File: src/rtl/outside_uart_lb_pkg.sv
// Shared types and constants for the outside_uart_lb loopback UART.
//   rx_state_t / tx_state_t : receive and transmit FSM encodings
//   BIT_CNT_W               : data-bit index width (characters are at most 8 bits)
//   PAR_POL_EVEN/ODD        : parity polarity selector values
//   PARITY_EN               : 1 when OUTSIDE_UART_LB_PARITY_EN is defined
//   parity_bit()            : parity bit for a zero-padded character
package outside_uart_lb_pkg;

    typedef enum logic [2:0] {
        RX_IDLE,
        RX_START,
        RX_DATA,
        RX_PARITY,
        RX_STOP
    } rx_state_t;

    typedef enum logic [2:0] {
        TX_IDLE,
        TX_START,
        TX_DATA,
        TX_PARITY,
        TX_STOP1,
        TX_STOP2
    } tx_state_t;

    localparam int unsigned BIT_CNT_W = 3;

    localparam logic PAR_POL_EVEN = 1'b0;
    localparam logic PAR_POL_ODD  = 1'b1;

`ifdef OUTSIDE_UART_LB_PARITY_EN
    localparam bit PARITY_EN = 1'b1;
`else
    localparam bit PARITY_EN = 1'b0;
`endif

    // Zero padding does not change the XOR, so narrow characters can be
    // passed zero-extended to 8 bits.
    function automatic logic parity_bit(input logic [7:0] data, input logic odd);
        return (^data) ^ odd;
    endfunction

endpackage

File: src/rtl/io_generic_fifo.sv
// Generic synchronous FIFO with valid/ready handshakes.
//   clk_i, rst_i (async, active-high), clr_i (sync flush)
//   elements_o : occupancy
//   data_o/valid_o/ready_i : read side (pop when valid_o && ready_i)
//   data_i/valid_i/ready_o : write side (push when valid_i && ready_o)
// BUFFER_DEPTH must be a power of two.
module io_generic_fifo #(
    parameter int DATA_WIDTH   = 32,
    parameter int BUFFER_DEPTH = 16
) (
    input  logic                            clk_i,
    input  logic                            rst_i,
    input  logic                            clr_i,
    output logic [$clog2(BUFFER_DEPTH):0]   elements_o,
    output logic [DATA_WIDTH-1:0]           data_o,
    output logic                            valid_o,
    input  logic                            ready_i,
    input  logic                            valid_i,
    input  logic [DATA_WIDTH-1:0]           data_i,
    output logic                            ready_o
);

    localparam int unsigned PTR_W = $clog2(BUFFER_DEPTH);

    logic [DATA_WIDTH-1:0] mem [BUFFER_DEPTH];
    logic [PTR_W-1:0]      wr_ptr;
    logic [PTR_W-1:0]      rd_ptr;
    logic [PTR_W:0]        count;
    logic                  push;
    logic                  pop;

    // Full/empty come from registered occupancy only, so a pop in the same
    // cycle never makes room for a push into a full buffer.
    assign ready_o    = (count != (PTR_W+1)'(BUFFER_DEPTH));
    assign valid_o    = (count != '0);
    assign push       = valid_i && ready_o;
    assign pop        = ready_i && valid_o;
    assign data_o     = mem[rd_ptr];
    assign elements_o = count;

    always_ff @(posedge clk_i or posedge rst_i) begin
        if (rst_i) begin
            wr_ptr <= '0;
            rd_ptr <= '0;
            count  <= '0;
        end else if (clr_i) begin
            wr_ptr <= '0;
            rd_ptr <= '0;
            count  <= '0;
        end else begin
            if (push) wr_ptr <= wr_ptr + PTR_W'(1);
            if (pop)  rd_ptr <= rd_ptr + PTR_W'(1);
            if (push && !pop)      count <= count + (PTR_W+1)'(1);
            else if (pop && !push) count <= count - (PTR_W+1)'(1);
        end
    end

    always_ff @(posedge clk_i) begin
        if (push) mem[wr_ptr] <= data_i;
    end

endmodule

File: src/rtl/outside_uart_lb_tx.sv
// Transmit half of the loopback UART: pops characters from the buffer and
// serialises start, data (LSB first), optional parity and 1 or 2 stop bits.
//   loop_en_i    : allow pops
//   stop2_i      : two stop bits, captured at each pop
//   fifo_valid_i : buffer non-empty;  fifo_data_i : head character
//   fifo_pop_o   : pop strobe (same cycle as fifo_valid_i)
//   uart_tx_o    : serial line, idle high
// Parity bit is emitted only when OUTSIDE_UART_LB_PARITY_EN is defined.
module outside_uart_lb_tx
    import outside_uart_lb_pkg::*;
#(
    parameter int DATA_BITS    = 8,
    parameter int CLKS_PER_BIT = 16,
    parameter int PARITY_ODD   = 0
) (
    input  logic                 clk,
    input  logic                 rst_n,
    input  logic                 loop_en_i,
    input  logic                 stop2_i,
    input  logic                 fifo_valid_i,
    input  logic [DATA_BITS-1:0] fifo_data_i,
    output logic                 fifo_pop_o,
    output logic                 uart_tx_o
);

    localparam int unsigned CNT_W = $clog2(CLKS_PER_BIT);
    localparam logic [CNT_W-1:0]     FULL_M1  = CNT_W'(CLKS_PER_BIT - 1);
    localparam logic [BIT_CNT_W-1:0] LAST_BIT = BIT_CNT_W'(DATA_BITS - 1);

    tx_state_t              tx_state;
    tx_state_t              tx_next;
    logic [CNT_W-1:0]       tx_cnt;
    logic [BIT_CNT_W-1:0]   tx_bit;
    logic [DATA_BITS-1:0]   tx_shift;
    logic                   tx_par;
    logic                   stop2_q;
    logic                   tx_tick;
    logic                   last_stop;

    assign tx_tick   = (tx_cnt == FULL_M1);
    assign last_stop = tx_tick && ((tx_state == TX_STOP1 && !stop2_q) || tx_state == TX_STOP2);
    // Popping in the final stop cycle chains frames with no idle gap.
    assign fifo_pop_o = loop_en_i && fifo_valid_i && (tx_state == TX_IDLE || last_stop);

    always_ff @(posedge clk or negedge rst_n) begin
        if (!rst_n) tx_state <= TX_IDLE;
        else        tx_state <= tx_next;
    end

    always_comb begin
        tx_next = tx_state;
        case (tx_state)
            TX_IDLE:   if (fifo_pop_o) tx_next = TX_START;
            TX_START:  if (tx_tick) tx_next = TX_DATA;
            TX_DATA:   if (tx_tick && tx_bit == LAST_BIT) tx_next = PARITY_EN ? TX_PARITY : TX_STOP1;
            TX_PARITY: if (tx_tick) tx_next = TX_STOP1;
            TX_STOP1: begin
                if (tx_tick) begin
                    if (stop2_q)         tx_next = TX_STOP2;
                    else if (fifo_pop_o) tx_next = TX_START;
                    else                 tx_next = TX_IDLE;
                end
            end
            TX_STOP2:  if (tx_tick) tx_next = fifo_pop_o ? TX_START : TX_IDLE;
            default:   tx_next = TX_IDLE;
        endcase
    end

    always_comb begin
        uart_tx_o = 1'b1;
        case (tx_state)
            TX_START:  uart_tx_o = 1'b0;
            TX_DATA:   uart_tx_o = tx_shift[0];
            TX_PARITY: uart_tx_o = tx_par;
            default:   uart_tx_o = 1'b1;
        endcase
    end

    always_ff @(posedge clk or negedge rst_n) begin
        if (!rst_n) begin
            tx_cnt   <= '0;
            tx_bit   <= '0;
            tx_shift <= '0;
            tx_par   <= 1'b0;
            stop2_q  <= 1'b0;
        end else begin
            if (tx_state == TX_IDLE || tx_tick) tx_cnt <= '0;
            else                                tx_cnt <= tx_cnt + CNT_W'(1);

            if (fifo_pop_o) begin
                tx_shift <= fifo_data_i;
                tx_bit   <= '0;
                stop2_q  <= stop2_i;
                tx_par   <= parity_bit(8'(fifo_data_i), PARITY_ODD != 0);
            end else if (tx_state == TX_DATA && tx_tick) begin
                tx_shift <= tx_shift >> 1;
                tx_bit   <= tx_bit + BIT_CNT_W'(1);
            end
        end
    end

endmodule

File: src/rtl/outside_uart_lb.sv
// Loopback UART for testing an external device: receives characters on
// uart_rx_i, buffers them, and (when loop_en_i) retransmits them on uart_tx_o.
//   clk, rst_n         : clock, async active-low reset
//   uart_rx_i          : serial input (asynchronous, 2-flop synchronised)
//   uart_tx_o          : serial output
//   loop_en_i, stop2_i : retransmit enable, two-stop-bit select
//   rx_data_o          : last accepted character
//   rx_valid_o, rx_frame_err_o, rx_parity_err_o : one-cycle event pulses
//   ovf_cnt_o          : saturating dropped-character count
//   fifo_level_o       : buffer occupancy
// Define OUTSIDE_UART_LB_PARITY_EN to add a parity bit to both directions.
module outside_uart_lb
    import outside_uart_lb_pkg::*;
#(
    parameter int DATA_BITS    = 8,
    parameter int FIFO_DEPTH   = 8,
    parameter int CLKS_PER_BIT = 16,
    parameter int PARITY_ODD   = 0
) (
    input  logic                          clk,
    input  logic                          rst_n,
    input  logic                          uart_rx_i,
    output logic                          uart_tx_o,
    input  logic                          loop_en_i,
    input  logic                          stop2_i,
    output logic [DATA_BITS-1:0]          rx_data_o,
    output logic                          rx_valid_o,
    output logic                          rx_frame_err_o,
    output logic                          rx_parity_err_o,
    output logic [7:0]                    ovf_cnt_o,
    output logic [$clog2(FIFO_DEPTH):0]   fifo_level_o
);

    localparam int unsigned CNT_W = $clog2(CLKS_PER_BIT);
    localparam logic [CNT_W-1:0]     HALF_M1  = CNT_W'(CLKS_PER_BIT/2 - 1);
    localparam logic [CNT_W-1:0]     FULL_M1  = CNT_W'(CLKS_PER_BIT - 1);
    localparam logic [BIT_CNT_W-1:0] LAST_BIT = BIT_CNT_W'(DATA_BITS - 1);

    logic                   rx_meta;
    logic                   rx_s;
    logic                   rx_prev;
    rx_state_t              rx_state;
    rx_state_t              rx_next;
    logic [CNT_W-1:0]       rx_cnt;
    logic [BIT_CNT_W-1:0]   rx_bit;
    logic [DATA_BITS-1:0]   rx_shift;
    logic                   rx_wait_high;
    logic                   rx_tick;
    logic                   rx_accept;
    logic                   rx_ferr;

    logic                   fifo_ready;
    logic                   fifo_valid;
    logic                   fifo_pop;
    logic [DATA_BITS-1:0]   fifo_rdata;

    always_ff @(posedge clk or negedge rst_n) begin
        if (!rst_n) begin
            rx_meta <= 1'b1;
            rx_s    <= 1'b1;
            rx_prev <= 1'b1;
        end else begin
            rx_meta <= uart_rx_i;
            rx_s    <= rx_meta;
            rx_prev <= rx_s;
        end
    end

    // The start bit is sampled at its midpoint; every later sample is one
    // full bit period on, so all samples land mid-bit.
    assign rx_tick = (rx_state == RX_START) ? (rx_cnt == HALF_M1) : (rx_cnt == FULL_M1);

    always_ff @(posedge clk or negedge rst_n) begin
        if (!rst_n) rx_state <= RX_IDLE;
        else        rx_state <= rx_next;
    end

    always_comb begin
        rx_next = rx_state;
        case (rx_state)
            RX_IDLE:   if (rx_prev && !rx_s) rx_next = RX_START;
            RX_START:  if (rx_tick) rx_next = rx_s ? RX_IDLE : RX_DATA;
            RX_DATA:   if (rx_tick && rx_bit == LAST_BIT) rx_next = PARITY_EN ? RX_PARITY : RX_STOP;
            RX_PARITY: if (rx_tick) rx_next = RX_STOP;
            RX_STOP: begin
                // After a framing error stay here until the line recovers.
                if (rx_wait_high) begin
                    if (rx_s) rx_next = RX_IDLE;
                end else if (rx_accept) begin
                    rx_next = RX_IDLE;
                end
            end
            default:   rx_next = RX_IDLE;
        endcase
    end

    always_comb begin
        rx_accept = 1'b0;
        rx_ferr   = 1'b0;
        if (rx_state == RX_STOP && !rx_wait_high && rx_tick) begin
            rx_accept = rx_s;
            rx_ferr   = !rx_s;
        end
    end

    always_ff @(posedge clk or negedge rst_n) begin
        if (!rst_n) begin
            rx_cnt         <= '0;
            rx_bit         <= '0;
            rx_shift       <= '0;
            rx_wait_high   <= 1'b0;
            rx_data_o      <= '0;
            rx_valid_o     <= 1'b0;
            rx_frame_err_o <= 1'b0;
        end else begin
            if (rx_state == RX_IDLE || rx_tick) rx_cnt <= '0;
            else                                rx_cnt <= rx_cnt + CNT_W'(1);

            if (rx_state == RX_START) begin
                rx_bit <= '0;
            end else if (rx_state == RX_DATA && rx_tick) begin
                rx_shift <= {rx_s, rx_shift[DATA_BITS-1:1]};
                rx_bit   <= rx_bit + BIT_CNT_W'(1);
            end

            if (rx_ferr)                    rx_wait_high <= 1'b1;
            else if (rx_state == RX_IDLE)   rx_wait_high <= 1'b0;

            if (rx_accept) rx_data_o <= rx_shift;
            rx_valid_o     <= rx_accept;
            rx_frame_err_o <= rx_ferr;
        end
    end

`ifdef OUTSIDE_UART_LB_PARITY_EN
    logic rx_par_bad;
    logic rx_perr_q;

    always_ff @(posedge clk or negedge rst_n) begin
        if (!rst_n) begin
            rx_par_bad <= 1'b0;
            rx_perr_q  <= 1'b0;
        end else begin
            if (rx_state == RX_START)
                rx_par_bad <= 1'b0;
            else if (rx_state == RX_PARITY && rx_tick)
                rx_par_bad <= (rx_s != parity_bit(8'(rx_shift), PARITY_ODD != 0));
            rx_perr_q <= rx_accept && rx_par_bad;
        end
    end

    assign rx_parity_err_o = rx_perr_q;
`else
    assign rx_parity_err_o = 1'b0;
`endif

    // A character accepted while the buffer is full is counted and lost.
    always_ff @(posedge clk or negedge rst_n) begin
        if (!rst_n)
            ovf_cnt_o <= '0;
        else if (rx_valid_o && !fifo_ready && ovf_cnt_o != 8'hFF)
            ovf_cnt_o <= ovf_cnt_o + 8'd1;
    end

    io_generic_fifo #(
        .DATA_WIDTH   (DATA_BITS),
        .BUFFER_DEPTH (FIFO_DEPTH)
    ) u_fifo (
        .clk_i      (clk),
        .rst_i      (~rst_n),
        .clr_i      (1'b0),
        .elements_o (fifo_level_o),
        .data_o     (fifo_rdata),
        .valid_o    (fifo_valid),
        .ready_i    (fifo_pop),
        .valid_i    (rx_valid_o),
        .data_i     (rx_data_o),
        .ready_o    (fifo_ready)
    );

    outside_uart_lb_tx #(
        .DATA_BITS    (DATA_BITS),
        .CLKS_PER_BIT (CLKS_PER_BIT),
        .PARITY_ODD   (PARITY_ODD)
    ) u_tx (
        .clk          (clk),
        .rst_n        (rst_n),
        .loop_en_i    (loop_en_i),
        .stop2_i      (stop2_i),
        .fifo_valid_i (fifo_valid),
        .fifo_data_i  (fifo_rdata),
        .fifo_pop_o   (fifo_pop),
        .uart_tx_o    (uart_tx_o)
    );

endmodule

File: config.mk
export PLATFORM = sky130hd
export DESIGN_NAME = outside_uart_lb
export DESIGN_NICKNAME = d
export VERILOG_FILES = /design/src/rtl/outside_uart_lb_pkg.sv /design/src/rtl/io_generic_fifo.sv /design/src/rtl/outside_uart_lb_tx.sv /design/src/rtl/outside_uart_lb.sv
export SDC_FILE = /design/constraint.sdc
export NUM_CORES = 1
export LEC_CHECK = 0
export ABC_AREA = 1
export BUFFER_PORTS_ARGS = -buffer_cell sky130_fd_sc_hd__buf_2
export CORE_ASPECT_RATIO = 1.1
export CORE_MARGIN = 3
export CORE_UTILIZATION = 50
export CTS_BUF_LIST = sky130_fd_sc_hd__clkbuf_4
export DETAILED_ROUTE_END_ITERATION = 12
export HOLD_SLACK_MARGIN = 0.03
export PLACE_DENSITY = 0.74
export SLEW_MARGIN = 30
export SYNTH_ARGS = -nofsm -noshare
export SYNTH_HDL_FRONTEND = slang
export SYNTH_HIERARCHICAL = 1
export SYNTH_SLANG_ARGS = --single-unit
File: constraint.sdc
create_clock -name clk -period 3.4 [get_ports clk]
set_clock_uncertainty 0.2 [all_clocks]
set_input_delay 1.02 -clock clk [delete_from_list [all_inputs] [get_ports clk]]
set_output_delay 1.02 -clock clk [all_outputs]
set_load 0.02 [all_outputs]
==> metrics.yaml, run 1 <==
route:
  num_vias: 4296
  first_pass_iters: 5
  ant_nets: 0
  viasPerCell: 5.12
  routedWlPerCell_um: 13.4
  drtIter0Drc: 379
  routed_wl_mm: 11.3
  drc: 0
synthesis:
  synthSimpleGateAreaFrac_pct: 21.6
  ys_types: 47
  synth_enable_flop_cells: 64
  synth_top_family_by_area: "simple AND/OR/NAND/NOR gates"
  ys_async_sr_fraction_pct: 52.2
  syn-cell-area_mm2: 0.00622
  yosysWarningCount: 6
  synth_compound_area_share_pct: 7.91
  synth_area_per_cell_um2: 9.81
  synthAdderAreaFrac_pct: 2.53
  ys_top_cells_by_area: "edfxtp_1 (31%), dfrtp_1 (27%), nand2_1 (8.1%)"
  synth_seq_area_share_pct: 59.1
  synth_top_area_share_pct: 30.9
  synthXorXnorAreaFrac_pct: 2.37
  ys_seq_elements: 134
  ys.flop_type: "dfrtp_1"
  muxShareOfSynthArea_pct: 0.161
  synthCells: 634
  yosysTopAreaCell: "edfxtp_1"
sta:
  rsz0062_at_grt: "false"
  slew_headroom_pct: 45.7
  min_period_over_period_pct: 84.8
  tns_ps: 0
  setup_viol: 0
  max_freq_mhz: 347
  drv_slew: 0
  hold_viol_final: 0
  worst_pin_slew_ps: 812
  timing.final.crit_period_ps: 2880
global_routing:
  antenna_found_initial: 0
  grt_pass1_wl_mm: 19.6
  grt_max_degree: 44
  grtUsageTotal_pct: 17.7
  grt_remaining_overflow: 0
  grt_pass1_vias: 4264
finish:
  regArea_mm2: 0.00368
  n_antenna_cell: 0
  layout-drive-gt1-share_pct: 14.9
  syn_to_final_growth_pct: 8.41
  fillers: 1053
  fin_cells: 839
  fin_nets: 689
  multi_input_area_mm2: 0.00217
flow_run:
  maxCapViolCount: 0
floorplan:
  coreArea_mm2: 0.0121
  die_area_mm2: 0.0138
  start_util_pct: 51.5
  placementRows: 42
  die_y_um: 123
  fp.dieW_um: 112
  ios: 29
clocking:
  cts_tree: "built"
  htreeDepth: 4
  cts_resized: 0
  clk_pin_slew_ps: 110
  clock_latency_ps: 520
  cts_buffer_depth: 2
  numCtsBuffers: 17
  cts.sink_count: 134
  cts_root_buf: "clkbuf_4"
  holdBufCountCts: 0
  postCtsSetupRepairBufs: 0
status:
  status: "complete, no violations"
setup_path:
  startpoint_type: "flip-flop"
  worstSetupPathType: "reg2out"
  crit_path_end_kind: "output pin"
  worstPathRequired_ps: 2180
  path_max_fanout: 8
  worstPathArrival_ps: 1660
power:
  p_leak_nw: 3.11
  vdd_drop_max_mv: 0.450
  powerDensity_mw_per_mm2: 506
placement:
  place.gp.congestion: 0.867
  dp_hpwl_mm: 7.99
  port_buffers: 27
  dp_cells: 807
worst_hold_path:
  worstHoldPathType: "reg2reg"
==> flip-flops by register name, indices dropped and copies added (netlist names), 4 cells and up <==
name and flops:
u_fifo/mem 64, rx_shift 8, u_tx/tx_cnt 4, ovf_cnt_o 8, rx_data_o 8, u_tx/tx_shift 8
u_fifo/elements_o 4, rx_cnt 4
==> cells by family after synthesis <==
group                    after synthesis
AND/OR/NAND/NOR                      300
flip-flops                           134
AO/OA/AOI/OAI                         87
buffers and inverters                 83
XOR/XNOR                              16
adder cells (fa/ha/maj)               12
other                                  1
multiplexers                           1
==> path summary, 6_finish.rpt <==
kind	to	slack, ps	cells past startpoint	start
max	uart_tx_o	520	6	u_tx/tx_state[2]
min	rx_s	160	0	rx_meta
max reg2reg	u_fifo/elements_o[3]	660	15	u_fifo/elements_o[0]
min reg2reg	rx_s	160	0	rx_meta
max in group asynchronous	u_fifo/wr_ptr[1]	2090	3	rst_n
min in group asynchronous	u_tx/tx_bit[1]	230	1	rst_n
==> synth_stat cells (5+ instances only) <==
library cell	number
a21oi_1	10
a31oi_1	8
buf_2	8
dfrtp_1	67
edfxtp_1	64
ha_1	11
inv_1	57
nand2_1	134
nand2_2	13
nand3_1	37
nand4_1	7
nor2_1	88
nor2_2	5
nor3_1	5
o21ai_0	45
o22ai_1	9
xnor2_1	6
xor2_1	9
==> per-layer routing <==
layer | vias up | global-route usage (%) | routed length [um]
met4 | 0 | 7.36 | 190
met5 | - | 0 | 0
met1 | 2033 | 20.8 | 4790
met2 | 79 | 31.4 | 5850
met3 | 17 | 4.26 | 429
li1 | 2167 | - | -
==> metrics by stage <==
step / power [mW] / utilization (%) / setup WS [ps] / hold slack, ps / area, um^2
floorplan: 2.35 / - / 671 / 145 / 6240
CTS: 3.46 / 55.8 / 481 / 165 / 6740
global route: 3.63 / 55.8 / 351 / 171 / 6740
global placement: 2.44 / 53.6 / 480 / 145 / 6480
detailed placement: 2.47 / 53.6 / 383 / 148 / 6480
finish: 3.41 / 55.8 / 516 / 164 / 6740
==> critical path: stages, from the launching register on <==
cell and delay [ps]:
dfrtp_1 500, inv_4 120, nand2_1 90, nor2_2 150, nand2_1 60, nand3_1 60, buf_2 160
==> cell usage in the layout (no fill, tap or decap), types with 3 or more instances in the layout <==
cell type	n
o21ai_0	45
edfxtp_1	64
buf_2	27
buf_4	3
clkinv_1	5
dfrtp_1	67
ha_1	11
xor2_1	9
nand2_1	134
nand3_1	37
clkbuf_4	17
nand2_4	3
nand4_1	7
a31oi_1	8
dfstp_2	3
nor2_1	88
o21ai_1	4
clkinvlp_4	5
nor3_1	5
nand2_2	13
xnor2_1	6
o21a_1	4
inv_1	57
nor2_2	5
o22ai_1	9
clkinv_2	4
inv_2	4
conb_1	6
a21oi_1	10
==> power breakdown <==
part           internal, mW  total (mW)  leakage [nW]  switching, mW
logic                 0.185       0.518          1.53          0.333
clock network         0.423       0.979         0.132          0.556
registers              1.81        1.92          1.45          0.107
total                  2.42        3.41          3.11          0.996
==> cell type report <==
type / count / area share [%]
multi-input combinational: 422 / 32.2
clock buffer: 17 / 1.89
tap: 154 / 2.86
clock inverter: 15 / 2.04
sequential: 134 / 54.5
inverter: 66 / 3.82
timing repair buffer: 31 / 2.63
Power figures use the tool's default switching activity.
==> run 2: changes to the inputs <==
ABC_AREA = 0   (was 1)
PLACE_DENSITY = 0.77   (was 0.74)
clock period = 2.6 ns   (was 3.4 ns; I/O delays follow)
==> run 2 against run 1 <==
Effect of this change:
- the flow now finishes with violations (negative setup slack)
- power grew 15%
- sequential cell count stayed put
- via count is 14% lower
- sequential power rose by 21%
- wire length is 2.7% lower
- cell count fell by 22%
- area after synthesis down 4.0%
- global-route usage is 0.55 points higher
- count of clock-buffer cells in the layout increased by 2
- critical path type is now reg2reg
- critical endpoint is now u_fifo/elements_o[3]
- largest power group unchanged
==> metrics.yaml, run 2 <==
synthesis:
  ys_types: 61
  synth_seq_area_share_pct: 61.6
  synth_area_per_cell_um2: 14.0
  yosysWarningCount: 6
  ys_seq_elements: 134
  ys_top_cells_by_count: "dfrtp_1 (67), edfxtp_1 (64), nor2_1 (31)"
  yosysMostFrequentCell: "dfrtp_1"
  synth_top_area_share_pct: 32.2
  yosysTopAreaCell: "edfxtp_1"
  syn-cell-area_mm2: 0.00597
  synth_enable_flop_cells: 64
  synthCells: 428
  ys.flop_type: "dfrtp_1"
  ys_async_sr_fraction_pct: 52.2
  ys_top_cells_by_area: "edfxtp_1 (32%), dfrtp_1 (28%), mux4_2 (6.0%)"
sta:
  drv_slew: 0
  max_freq_mhz: 349
  setup_viol: 1
  timing.final.crit_period_ps: 2860
  min_period_over_period_pct: 110
  worst_pin_slew_ps: 796
  rsz0062_at_grt: "true"
  slew_headroom_pct: 46.8
  hold_viol_final: 0
  setup_ws_ps: -263
  hold_slack_ps: 132
clocking:
  cts_tree: "built"
  cts_buffer_depth: 2
  clock_latency_ps: 530
  htreeDepth: 4
  cts.sink_count: 134
  clk_pin_slew_ps: 120
  cts_root_buf: "clkbuf_4"
  numCtsBuffers: 17
power:
  power_mw: 3.91
  sw_frac_of_total_pct: 24.9
  pwr-share-clk_pct: 35.3
  p_leak_nw: 2.78
  seqPwrFrac_pct: 59.7
  p_int_mw: 2.93
  switching_power_uw: 975
  powerDensity_mw_per_mm2: 567
  pwr-share-comb_pct: 5.0
  vdd_drop_max_mv: 0.328
global_routing:
  grt_remaining_overflow: 0
  grt_pass1_vias: 3673
  grtUsageTotal_pct: 18.3
  antenna_found_initial: 0
  grt_max_degree: 50
  grt_pass1_wl_mm: 18.5
setup_path:
  path_max_fanout: 3
  worstPathArrival_ps: 3090
  worstPathRequired_ps: 2830
  worstSetupPathType: "reg2reg"
  crit_path_end_kind: "flip-flop"
  startpoint_type: "flip-flop"
floorplan:
  die_area_mm2: 0.0133
  placementRows: 41
  start_util_pct: 51.5
  coreArea_mm2: 0.0116
  die_y_um: 121
  fp.dieW_um: 110
  ios: 29
placement:
  dp_cells: 617
  place.gp.congestion: 0.788
  dp_hpwl_mm: 7.24
  place_ws_ps: -252
  port_buffers: 27
finish:
  fin_cells: 654
  top_register: "u_fifo/mem"
  final_cell_mix: "edfxtp_1 (64), dfrtp_1 (63), nor2_1 (30), mux2_2 (29), buf_4 (27)"
  final_common_cell: "edfxtp_1"
  fin_nets: 508
  largest_register_ffs: 64
  n_antenna_cell: 0
  layout-drive-gt1-share_pct: 33.9
  utilization_pct: 59.5
  syn_to_final_growth_pct: 15.5
route:
  viasPerCell: 5.63
  routedWlPerCell_um: 16.8
  drc: 0
  drtIter0Drc: 268
  routed_wl_mm: 11.0
  ant_nets: 0
  first_pass_iters: 5
  num_vias: 3682
flow_run:
  maxCapViolCount: 0
worst_hold_path:
  worstHoldPathType: "in2reg"
status:
  violations: "negative setup slack"
  status: "finished, violations left"
[run 2: cell count changes in the layout (fill, tap and decap cells not counted), sizes merged, moves of 16 or more]
cell | previous run | this run
buf | 31 | 58
inv | 65 | 10
mux2 | 0 | 30
mux4 | 0 | 16
nand2 | 151 | 22
nand3 | 41 | 23
nor2 | 94 | 32
o21ai | 50 | 20
[run 2: layout make-up]
cell class / instances / area, um^2
clock buffer: 19 / 143
clock inverter: 13 / 150
fill: 918 / 4690
inverter: 8 / 30.0
multi-input combinational: 271 / 2290
sequential: 134 / 3680
tap: 150 / 188
timing repair buffer: 59 / 417
[run 2: power by group through the flow]
stage                     combinational (mW)  sequential, mW  clock [mW]
after floorplan                        0.173            2.33           0
after global placement                 0.185            2.37           0
after detailed placement               0.194            2.38           0
after CTS                              0.197            2.33        1.43
after global routing                   0.222            2.34        1.53
final                                  0.195            2.33        1.38
[run 2: through the flow]
step                setup TNS (ps)  cell area, um^2
floorplan                     -527             6030
global placement              -138             6480
detailed placement            -252             6480
CTS                           -257             6850
global route                  -366             6900
finish                        -263             6900
[run 2: final timing paths]
path / start / endpoint / slack, ps / cells after the start
worst max-delay path: u_fifo/elements_o[0] / u_fifo/elements_o[3] / -260 / 11
min in group asynchronous: rst_n / u_tx/tx_shift[5] / 460 / 2
worst min-delay path: uart_rx_i / rx_meta / 130 / 1
worst max register to register: u_fifo/elements_o[0] / u_fifo/elements_o[3] / -260 / 11
max in group asynchronous: rst_n / u_fifo/elements_o[3] / 1070 / 4
worst min register to register: rx_meta / rx_s / 170 / 0
[run 2: critical path, cell delays in order (launching register included)]
cell	delay, ps
dfrtp_2	420
or4_4	560
nand2_4	90
nor3_4	40
and2_4	150
nand2_4	70
nand3_4	100
ha_4	320
nand3_4	70
a21oi_2	150
or4b_4	500
o311ai_4	90
[run 2: what timing repair did]
item	in CTS	in global routing
setup endpoints to repair	2	12
pin swaps	5	2
hold buffers	1	0
cloned	0	0
buffers inserted	2	2
gates resized for setup	10	7
hold endpoints to repair	11	0
[run 2: logic make-up (layout without fill, tap and decap cells)]
logic type / after synthesis / count (layout) / synth area share (%)
xor+xnor: 19 / 19 / 2.79
compound gates: 55 / 55 / 5.97
mux: 56 / 56 / 13.4
buf+inv: 26 / 99 / 2.22
fa+ha+maj: 12 / 12 / 2.64
simple gates: 125 / 125 / 11.4
flops: 134 / 134 / 61.6
other cells: 1 / 4 / 0.0628
[run 2: layer usage]
layer	share of wire, %	up-vias	global-route usage [%]
li1	-	1710	-
met1	42	1858	23.6
met2	52	96	29.1
met3	4.4	18	5.50
met4	1.7	0	7.01
met5	0	-	0
==> run 3: changes to the inputs <==
--- a/config.mk
+++ b/config.mk
@@ -15,3 +15,3 @@
 export HOLD_SLACK_MARGIN = 0.03
-export PLACE_DENSITY = 0.77
+export PLACE_DENSITY = 0.74
 export SLEW_MARGIN = 30
@@ -21 +21,2 @@
 export SYNTH_SLANG_ARGS = --single-unit
+export TNS_END_PERCENT = 30
==> constraint.sdc (replaced) <==
create_clock -name clk -period 2.75 [get_ports clk]
set_clock_uncertainty 0.2 [all_clocks]
set_input_delay 0.825 -clock clk [delete_from_list [all_inputs] [get_ports clk]]
set_output_delay 0.825 -clock clk [all_outputs]
set_load 0.1 [all_outputs]
==> run 3 against run 2 <==
Effect of this change:
- the flow still finishes with violations (negative setup slack)
- non-clock buffer count is 3 lower
- cell area is 2.0% lower
- register-to-register slack better by 130 ps
- critical path depth stayed put
- largest power group unchanged
- core utilization is 1.2 points lower
- wire length is 3.4% lower
- global-route usage is 0.27 points lower
==> metrics.yaml, run 3 (same netlist as run 2, synthesis figures left out) <==
status:
  status: "finished, violations left"
  violations: "negative setup slack"
route:
  dr.max_layer_used: "met4"
  drtIter0Drc: 261
  ant_nets: 0
  wl_met1_mm: 4.41
  routedWlPerCell_um: 16.3
  wl_met2_mm: 5.64
  drc: 0
  viasPerCell: 5.52
  wl_met3_um: 488
  first_pass_iters: 4
  routed_wl_mm: 10.6
  num_vias: 3593
floorplan:
  fp.dieW_um: 110
  ios: 29
  die_y_um: 121
  die_area_mm2: 0.0133
  placementRows: 41
  coreArea_mm2: 0.0116
  start_util_pct: 51.5
setup_path:
  crit_chain: "or4_4, nand2_4, nor3_4, and2_4, nand2_4, nand3_4, ha_4, nand3_4, a21oi_2, or4b_4, o311ai_2"
  worstSetupPathType: "reg2reg"
  max_stage_delay_ps: 560
  crit_path_end_kind: "flip-flop"
  worstPathRequired_ps: 2950
  startpoint_type: "flip-flop"
  path_buf_inv: 0
  critical_path.slowest_cell: "or4_4"
  critical_path.top_delay_family: "simple AND/OR/NAND/NOR gates"
  path_max_fanout: 3
  worstPathArrival_ps: 3080
power:
  p_leak_nw: 2.73
  sw_frac_of_total_pct: 24.3
  switching_power_uw: 832
  powerDensity_mw_per_mm2: 505
  pwr-share-comb_pct: 5.3
  pwr-share-clk_pct: 30.2
  vdd_drop_max_mv: 0.552
  p_int_mw: 2.59
  seqPwrFrac_pct: 64.4
clocking:
  cts.sink_count: 134
  htreeDepth: 4
  numCtsBuffers: 17
  cts_tree: "built"
  cts_root_buf: "clkbuf_4"
  cts_buffer_depth: 2
  clock_latency_ps: 500
  holdBufCountCts: 0
  clk_pin_slew_ps: 110
placement:
  dp_hpwl_mm: 7.07
  port_buffers: 27
  place_ws_ps: -134
  place.gp.congestion: 0.822
sta:
  drv_slew: 0
  worst_pin_slew_ps: 553
  timing.final.crit_period_ps: 2880
  max_freq_mhz: 347
  min_period_over_period_pct: 105
  hold_viol_final: 0
  setup_viol: 1
  rsz0062_at_grt: "true"
  tns_ps: -132
  setup_ws_ps: -132
  slew_headroom_pct: 63.2
global_routing:
  grt_remaining_overflow: 0
  grt_max_degree: 44
  grt_pass1_vias: 3695
  grt_pass1_wl_mm: 18.1
  antenna_found_initial: 0
  grtUsageTotal_pct: 18.0
finish:
  utilization_pct: 58.3
  largest_register_ffs: 64
  n_antenna_cell: 0
  layout-drive-gt1-share_pct: 33.1
  syn_to_final_growth_pct: 13.3
  final_cell_mix: "edfxtp_1 (64), dfrtp_1 (61), nor2_1 (31), mux2_2 (29), buf_4 (28)"
  final_common_cell: "edfxtp_1"
  fin_nets: 505
  top_register: "u_fifo/mem"
  fillers: 924
worst_hold_path:
  worstHoldPathType: "in2async"
flow_run:
  maxCapViolCount: 0
==> run 3: changes by cell type in the layout (fill, tap and decap cells not counted), sizes merged <==
cell,change
clkinv,+5
clkinvlp,-3
buf,-2
bufinv,-2
clkbuf,+2
inv,-2
dlygate4sd3,-1
==> run 3: layout make-up <==
| class | count | area [um^2] | share of cell area (%) |
|---|---|---|---|
| Sequential cell | 134 | 3690 | 54.6 |
| Multi-Input combinational cell | 271 | 2260 | 33.4 |
| Timing Repair Buffer | 56 | 372 | 5.49 |
| Tap cell | 150 | 188 | 2.77 |
| Clock buffer | 21 | 158 | 2.33 |
| Clock inverter | 11 | 61.3 | 0.906 |
| Inverter | 8 | 30.0 | 0.444 |
==> run 3: final timing paths <==
kind / startpoint / endpoint / slack [ps] / cells after the start
setup / recovery: u_fifo/elements_o[3] / u_fifo/elements_o[3] / -130 / 11
hold / removal: rst_n / u_tx/tx_cnt[1] / 110 / 2
setup reg to reg: u_fifo/elements_o[3] / u_fifo/elements_o[3] / -130 / 11
hold reg to reg: rx_meta / rx_s / 160 / 0
max in group asynchronous: rst_n / u_tx/tx_state[0] / 1710 / 2
min in group clk: rx_meta / rx_s / 160 / 0
==> run 3: power groups by stage <==
stage / combinational [mW] / clock (mW) / sequential (mW)
2_1_floorplan: 0.168 / 0 / 2.21
3_3_place_gp: 0.179 / 0 / 2.24
3_5_place_dp: 0.185 / 0 / 2.24
4_1_cts: 0.186 / 1.08 / 2.20
5_1_grt: 0.220 / 1.17 / 2.21
6_report: 0.183 / 1.03 / 2.20
==> run 3: per-stage QoR <==
stage | std cells | power (mW) | cell area, um^2 | hold slack (ps)
after detailed placement | 617 | 2.43 | 6480 | 149
after floorplan | 431 | 2.37 | 6050 | 145
after CTS | 650 | 3.47 | 6730 | 59.8
after global routing | 651 | 3.61 | 6760 | 43.3
after global placement | 617 | 2.42 | 6480 | 149
final | 651 | 3.42 | 6760 | 110
==> run 3: timing repair <==
item	in CTS	in global routing
endpoints found under the setup margin	2	3
endpoints found under the hold margin	0	0
pin swaps	4	3
resized for setup	5	6
buffers inserted	1	1
==> run 3: layer usage <==
layer	GRT usage, %	vias up
met5	0	-
met4	6.62	0
met3	5.61	6
met2	29.5	79
met1	22.4	1797
li1	-	1711
==> run 3: worst register-to-register path, stage by stage (launching register included) <==
cell and delay (ps):
dfrtp_4 480, or4_4 560, nand2_4 80, nor3_4 40, and2_4 150, nand2_4 70
nand3_4 100, ha_4 320, nand3_4 80, a21oi_2 160, or4b_4 480, o311ai_2 80
